## src/rtl/kim_tty_uart.sv

```systemverilog
// Byte-stream bridge between a host UART/FIFO and the KIM-1 TTY pins (TX drives TTYI, RX samples TTYO).
// Optional: define KIM_TTY_ECHO_SUPPRESS_EN to drop RX frames that are the KIM's echo of our own TX.
module kim_tty_uart #(
  parameter logic [15:0] CLKS_PER_BIT = 16'd868,
  parameter int unsigned STOP_BITS    = 2
) (
  input  logic       clk,
  input  logic       reset,
  input  logic [7:0] tx_data,
  input  logic       tx_valid,
  output logic       tx_ready,
  output logic [7:0] rx_data,
  output logic       rx_valid,
  output logic       rx_frame_err,
  output logic       tty_line_out,
  input  logic       tty_line_in,
  output logic       busy
);

  typedef enum logic [1:0] {S_IDLE, S_START, S_DATA, S_STOP} state_t;

  localparam logic [15:0] BIT_LAST  = CLKS_PER_BIT - 16'd1;
  localparam logic [15:0] HALF_LAST = (CLKS_PER_BIT >> 1) - 16'd1;
  localparam logic [2:0]  STOP_LAST = 3'(STOP_BITS - 1);

  // ---------------- TX path ----------------
  state_t      tx_state, tx_state_d;
  logic [15:0] tx_cnt, tx_cnt_d;
  logic [2:0]  tx_idx, tx_idx_d;
  logic [7:0]  tx_shift, tx_shift_d;
  logic        tx_line, tx_line_d;
  logic        tx_tc, tx_last_stop, tx_accept;

  assign tx_tc        = (tx_cnt == 16'd0);
  assign tx_last_stop = (tx_state == S_STOP) && tx_tc && (tx_idx == STOP_LAST);
  // Ready during the final stop-bit terminal count lets the next start bit follow with no gap.
  assign tx_ready     = (tx_state == S_IDLE) || tx_last_stop;
  assign tx_accept    = tx_valid && tx_ready;

  // NOTE: every output of a combinational block gets a default first, so no path can infer a latch.
  always_comb begin
    tx_state_d = tx_state;
    tx_cnt_d   = tx_tc ? BIT_LAST : tx_cnt - 16'd1;
    tx_idx_d   = tx_idx;
    tx_shift_d = tx_shift;
    unique case (tx_state)
      S_IDLE:  tx_cnt_d = BIT_LAST;
      S_START: if (tx_tc) begin
        tx_state_d = S_DATA;
        tx_idx_d   = 3'd0;
      end
      S_DATA: if (tx_tc) begin
        tx_shift_d = tx_shift >> 1;
        tx_idx_d   = tx_idx + 3'd1;
        if (tx_idx == 3'd7) tx_state_d = S_STOP;
      end
      S_STOP: if (tx_tc) begin
        tx_idx_d = tx_idx + 3'd1;
        if (tx_idx == STOP_LAST) tx_state_d = S_IDLE;
      end
    endcase
    if (tx_accept) begin
      tx_state_d = S_START;
      tx_cnt_d   = BIT_LAST;
      tx_idx_d   = 3'd0;
      tx_shift_d = tx_data;
    end
    unique case (tx_state_d)
      S_START: tx_line_d = 1'b0;
      S_DATA:  tx_line_d = tx_shift_d[0];
      default: tx_line_d = 1'b1;
    endcase
  end

  // NOTE: state registers use non-blocking assignments so every flop samples pre-edge values.
  always_ff @(posedge clk or negedge reset) begin
    if (!reset) begin
      tx_state <= S_IDLE;
      tx_cnt   <= BIT_LAST;
      tx_idx   <= 3'd0;
      tx_shift <= 8'h00;
      tx_line  <= 1'b1;
    end else begin
      tx_state <= tx_state_d;
      tx_cnt   <= tx_cnt_d;
      tx_idx   <= tx_idx_d;
      tx_shift <= tx_shift_d;
      tx_line  <= tx_line_d;
    end
  end

  assign tty_line_out = tx_line;

  // ---------------- RX path ----------------
  logic [1:0]  rx_sync;
  logic        rx_line, rx_prev, rx_fall;
  state_t      rx_state, rx_state_d;
  logic [15:0] rx_cnt, rx_cnt_d;
  logic [2:0]  rx_idx, rx_idx_d;
  logic [7:0]  rx_shift, rx_shift_d;
  logic [7:0]  rx_data_d;
  logic        rx_valid_d, rx_err_d, rx_tc, rx_quiet;

  assign rx_line = rx_sync[1];
  // Edge detection also covers re-arming after a framing error: the line must go high first.
  assign rx_fall = rx_prev && !rx_line;
  assign rx_tc   = (rx_cnt == 16'd0);

  always_comb begin
    rx_state_d = rx_state;
    rx_cnt_d   = rx_tc ? BIT_LAST : rx_cnt - 16'd1;
    rx_idx_d   = rx_idx;
    rx_shift_d = rx_shift;
    rx_data_d  = rx_data;
    rx_valid_d = 1'b0;
    rx_err_d   = 1'b0;
    unique case (rx_state)
      S_IDLE: begin
        rx_cnt_d = HALF_LAST;
        if (rx_fall) rx_state_d = S_START;
      end
      S_START: if (rx_tc) begin
        rx_state_d = rx_line ? S_IDLE : S_DATA;
        rx_idx_d   = 3'd0;
      end
      S_DATA: if (rx_tc) begin
        rx_shift_d = {rx_line, rx_shift[7:1]};
        rx_idx_d   = rx_idx + 3'd1;
        if (rx_idx == 3'd7) rx_state_d = S_STOP;
      end
      S_STOP: if (rx_tc) begin
        rx_state_d = S_IDLE;
        if (rx_line) begin
          if (!rx_quiet) rx_data_d = rx_shift;
          rx_valid_d = !rx_quiet;
        end else begin
          rx_err_d = !rx_quiet;
        end
      end
    endcase
  end

  always_ff @(posedge clk or negedge reset) begin
    if (!reset) begin
      rx_sync      <= 2'b11;
      rx_prev      <= 1'b1;
      rx_state     <= S_IDLE;
      rx_cnt       <= HALF_LAST;
      rx_idx       <= 3'd0;
      rx_shift     <= 8'h00;
      rx_data      <= 8'h00;
      rx_valid     <= 1'b0;
      rx_frame_err <= 1'b0;
    end else begin
      rx_sync      <= {rx_sync[0], tty_line_in};
      rx_prev      <= rx_line;
      rx_state     <= rx_state_d;
      rx_cnt       <= rx_cnt_d;
      rx_idx       <= rx_idx_d;
      rx_shift     <= rx_shift_d;
      rx_data      <= rx_data_d;
      rx_valid     <= rx_valid_d;
      rx_frame_err <= rx_err_d;
    end
  end

`ifdef KIM_TTY_ECHO_SUPPRESS_EN
  // Guard window: TX busy, or less than one bit time since TX went idle. Latched per RX start edge.
  logic [15:0] echo_guard;

  always_ff @(posedge clk or negedge reset) begin
    if (!reset) begin
      echo_guard <= 16'd0;
      rx_quiet   <= 1'b0;
    end else begin
      if (tx_state != S_IDLE)    echo_guard <= CLKS_PER_BIT;
      else if (echo_guard != 0)  echo_guard <= echo_guard - 16'd1;
      if (rx_state == S_IDLE && rx_fall)
        rx_quiet <= (tx_state != S_IDLE) || (echo_guard != 16'd0);
    end
  end
`else
  assign rx_quiet = 1'b0;
`endif

  assign busy = (tx_state != S_IDLE) || (rx_state != S_IDLE);

endmodule

```

## config.mk

```make
export PLATFORM = sky130hd
export DESIGN_NAME = kim_tty_uart
export DESIGN_NICKNAME = d
export VERILOG_FILES = /design/src/rtl/kim_tty_uart.sv
export SDC_FILE = /design/constraint.sdc
export NUM_CORES = 1
export LEC_CHECK = 0
export CORE_AREA = 2 2 78 80
export DETAILED_ROUTE_END_ITERATION = 10
export DIE_AREA = 0 0 80 82
export PLACE_DENSITY = 0.8
export SKIP_CTS_REPAIR_TIMING = 1
export SLEW_MARGIN = 20
export SYNTH_ARGS = -nofsm -noshare
export SYNTH_HDL_FRONTEND = slang
export SYNTH_SLANG_ARGS = --single-unit
```

## constraint.sdc

```tcl
create_clock -name clk -period 5.6 [get_ports clk]
set_input_delay 1.12 -clock clk [delete_from_list [all_inputs] [get_ports clk]]
set_output_delay 1.12 -clock clk [all_outputs]
set_load 0.02 [all_outputs]
```

* Word-level counts from Yosys, hierarchy flattened
Index checks and enable logic that the tools add are counted.
Storage, ports and cells: register bits 72, input port bits 12, output and inout bits 13, logic and storage cells 97
Operators by class: $add $sub $neg 4, eq/ne operators 18, muxes and demuxes 36, reductions and logical operators 24
Operator list (number):
- $mux 16 | 5
- $logic_not 16->1 | 2
- $sub 16x1->16 const B | 2
- $mux 2 | 12
- $mux 8 | 3
- $mux 3 | 5
- $pmux 3 s2 | 2
- $eq 2x2->1 const B | 5
- $ne 2x2->1 const B | 5
- $reduce_bool 2->1 | 5
- $reduce_and 3->1 | 3
- $pmux 2 s4 | 1
- $add 3x1->3 const B | 2
- $eq 2x1->1 const B | 3
- $eq 3x3->1 const B | 2
- $mux 1 | 6
- $pmux 2 s3 | 1
- $reduce_and 5->1 | 1
- $logic_and 1x1->1 | 4
- $logic_not 2->1 | 2
- $reduce_and 2->1 | 2
- $eq 3x1->1 const B | 1
- $ne 3x1->1 const B | 1
- $ne 3x3->1 const B | 1
- 5 further kinds | 6

* Logic depth before layout (Yosys ltp)
word-level depth 8, depth in mapped cells 9, gate-level depth less buffers 8

* Worst setup path before layout
Ideal clock, no wire load.
path kind register to output, start point reg tx_cnt[0], end point out tx_ready, arrival time 1.736 ns, required time 4.480 ns, slack 2.744 ns, stages on the path, launching flop included 7, path buffers 0, cell sequence dfstp_2 > inv_1 > ha_1 > nor3b_1 > nand4_2 > nor4_1 > or2_2
Between the ends: cells in the longest elaborated chain, start to end 4
Ends and longest elaborated chain:
- start, declared | line 28 | logic [15:0] tx_cnt, tx_cnt_d;
- start signal, assigned | line 85 | tx_cnt <= tx_cnt_d;
- $logic_not 16->1 | line 34 | assign tx_tc = (tx_cnt == 16'd0);
- $logic_and 1x1->1 (2 in a row) | line 35 | assign tx_last_stop = (tx_state == S_STOP) && tx_tc && (tx_idx == STOP_LAST);
- $logic_or 1x1->1 | line 37 | assign tx_ready = (tx_state == S_IDLE) || tx_last_stop;
- end, declared | line 11 | output logic tx_ready,
No other way between the ends.

* Worst setup path in the final report
Same ends and word-level chain as after synthesis.

==> results.tsv <==
stage	metric	value	unit
final_layout	final_common_cell	dfrtp_1	
worst_setup_path	reg2reg_from	tx_cnt[0]	
grt	antenna_found_initial	0	
pwr	switching_share	24.8	%
final_layout	fin_util	67.3	%
detailed_routing	wl	6.11	mm
sta	setup_viol	0	
detailed_routing	drc	0	
sta	report.final.slew_viol_count	0	
worst_setup_path	crit_type	reg -> out	
final_layout	final_cell_mix	57 x dfrtp_1, 32 x nor2_1, 29 x nand2_1	
floorplan	core_area	5750	um2
worst_setup_path	cp.arrival	2.84	ns
sta	finClkSkew	0.00538	ns
sta	min_period	3.96	ns
pwr	seqPwrFrac	51.0	%
clock_network	cts-root-buf	clkbuf_8	
synthesis	netlist_instances	296	
clock_network	clock-sinks	72	
min_path	worstHoldEndpoint	rx_sync[1]	
worst_setup_path	worstRegToRegCells	8	
worst_setup_path	cp_max_fo	7	
min_path	hold_path_class	reg -> reg	
synthesis	syn_area_per_cell	11.4	um2
clock_network	cts.clk_slew.worst_paths	0.07	ns
synthesis	ys_types	57	
outcome	status	complete, no violations	
grt	overflow	0	
placed_design	gp_congestion	0.855	
floorplan	die_y	82	um
floorplan	initial_core_util	58.5	%
sta	grt_setup_unrepaired	false	
synthesis	ys_ff_latch	72	
detailed_routing	ant_nets	0	
grt	grt_max_degree	73	
clock_network	clockBufferDepth	2	
final_layout	fill_cells	431	
detailed_routing	firstDrtPassIters	4	
sta	tns	0	ns
worst_setup_path	cp.required	4.48	ns
synthesis	synth_top_family_by_area	simple AND/OR/NAND/NOR gates	
synthesis	ys_seq_area_share	54.2	%
pwr	intPower	887	uW
clock_network	cts_tree	done	
clock_network	h-tree-depth	3	
synthesis	synth_edf_count	0	
detailed_routing	drtIter0Drc	131	
min_path	hp-start	rx_sync[0]	
final_layout	area_delta_synth_final	15.1	%
worst_setup_path	r2r_setup_slack	3.02	ns
sta	fmax	253	MHz
clock_network	worst_skew_pair.late_latency	0.34	ns
pwr	p_leak	1.78	nW
pwr	pwr-share-clk	38.2	%
worst_setup_path	cp-end-kind	output pin	
synthesis	synthMuxAreaShare	6.44	%
pwr	comb_power_share	10.8	%
placed_design	dp_hpwl	4.03	mm
synthesis	synthArstFlopShare	100	%
synthesis	synthXorXnorAreaFrac	5.47	%
sta	slew_headroom	41.5	%
synthesis	yosys_warnings	0	
worst_setup_path	worstSetupStartpointType	flip-flop	
sta	worstMarginPinSlew	0.877	ns
floorplan	rows	28	
clock_network	cts_buffers	9	
synthesis	synth-compound-area-share	9.90	%
detailed_routing	vias	2260	
final_layout	final_layout_size_suffix_gt1_share	21.0	%
final_layout	layout.nets	344	
floorplan	top_level_ports	25	
floorplan	die_x	80	um
final_layout	seqCellArea	1820	um2
grt	grt_pass1_wl	10.3	mm
synthesis	synthAdderAreaFrac	2.98	%
pwr	power_density	305	nW/um2
synthesis	synthesis.nets	316	
final_layout	multi_input_area	1460	um2
synthesis	synth_simple_gate_area_share	18.7	%
floorplan	die_area	6560	um2
placed_design	io_buffers	24	
final_layout	antennaDiodeCount	0	
sta	post-route-period-util	70.6	%
grt	grt_pass1_vias	2243	
sta	hold_viol	0	
worst_setup_path	r2r-end	tty_line_out	
grt	track_usage	20.7	%
synthesis	synth_flop_cell	dfrtp_1	
synthesis	syn_area	3360	um2
min_path	hold_depth	0	
detailed_routing	wl_per_cell	15.2	um
detailed_routing	via_per_inst	5.61	
run	cap_violations	0	
pwr	p_switching	292	uW
pwr	max-vdd-ir-drop	0.202	mV
[through the flow]
| stage | hold WS [ns] | instances | power (mW) | cell area [um2] | setup slack, ns |
|---|---|---|---|---|---|
| 6_report | 0.363 | 403 | 1.18 | 3870 | 1.64 |
| 5_1_grt | 0.357 | 403 | 1.24 | 3870 | 1.48 |
| 3_5_place_dp | 0.350 | 388 | 0.737 | 3650 | 2.05 |
| 3_3_place_gp | 0.347 | 388 | 0.732 | 3650 | 2.04 |
| 2_1_floorplan | 0.345 | 296 | 0.698 | 3360 | 2.74 |
| 4_1_cts | 0.356 | 403 | 1.19 | 3870 | 1.63 |
[area by class of cell]
type	count	share of cell area (%)
Timing Repair Buffer	25	6.28
Multi-Input combinational cell	208	37.8
Inverter	8	0.776
Sequential cell	72	47.1
Clock buffer	10	3.56
Clock inverter	5	2.10
Tap cell	75	2.43
[cells in the mapped netlist, drive strengths merged, types with 7 or more instances]
| cell type | instances | area [um2] |
|---|---|---|
| dfrtp | 57 | 1430 |
| inv | 8 | 30.0 |
| nand2 | 30 | 120 |
| or3 | 7 | 51.3 |
| o21ai | 13 | 65.1 |
| xnor2 | 15 | 131 |
| a21o | 7 | 52.6 |
| mux2 | 18 | 206 |
| a21oi | 12 | 60.1 |
| nor3 | 10 | 66.3 |
| nor2 | 34 | 138 |
| ha | 8 | 100 |
| dfstp | 15 | 394 |
[cells by family after synthesis]
group                    Yosys count
adder cells (fa/ha/maj)            8
buffers and inverters             16
XOR/XNOR                          21
flip-flops                        72
AND/OR/NAND/NOR                  109
multiplexers                      19
AO/OA/AOI/OAI                     51
[state kept, by name, summed over array words and instances, names as in the netlist, 3 cells and up, named ones only]
name and flops:
rx_shift 8, rx_data 8, rx_cnt 16, tx_cnt 16, tx_shift 8, rx_idx 3, tx_idx 3
[critical path, cell delays in order, from the launching register on]
cell,delay [ns]
dfstp_2,0.39
inv_1,0.05
ha_1,0.16
nor3b_1,0.41
nand4_2,0.31
nor4_1,0.40
or2_2,0.17
clkdlybuf4s50_1,0.59
[power groups by stage]
stage	Sequential [mW]	Clock (mW)	Combinational, mW
finish	0.601	0.450	0.128
global route	0.606	0.485	0.145
CTS	0.601	0.460	0.128
detailed placement	0.611	0	0.126
global placement	0.609	0	0.122
floorplan	0.604	0	0.0944
[worst max path at each step]
stage | startpoint | to | slack [ns] | depth (start not counted)
2_1_floorplan | tx_cnt[0] | tx_ready | 2.74 | 6
3_3_place_gp | tx_cnt[0] | tx_ready | 2.04 | 7
4_1_cts | tx_cnt[0] | tx_ready | 1.63 | 7
6_report | tx_cnt[0] | tx_ready | 1.64 | 7
5_1_grt | tx_cnt[0] | tx_ready | 1.48 | 7
3_5_place_dp | tx_cnt[0] | tx_ready | 2.05 | 7
[metal layers]
metal  vias to the layer above  global-route usage (%)  routed length [um]
met4                         0                    10.3                 105
li1                       1091                       -                   -
met3                        10                    3.52                 175
met5                         -                       0                   0
met1                      1117                    27.0                2790
met2                        42                    33.7                3030
(Power assumes the default switching activity.)
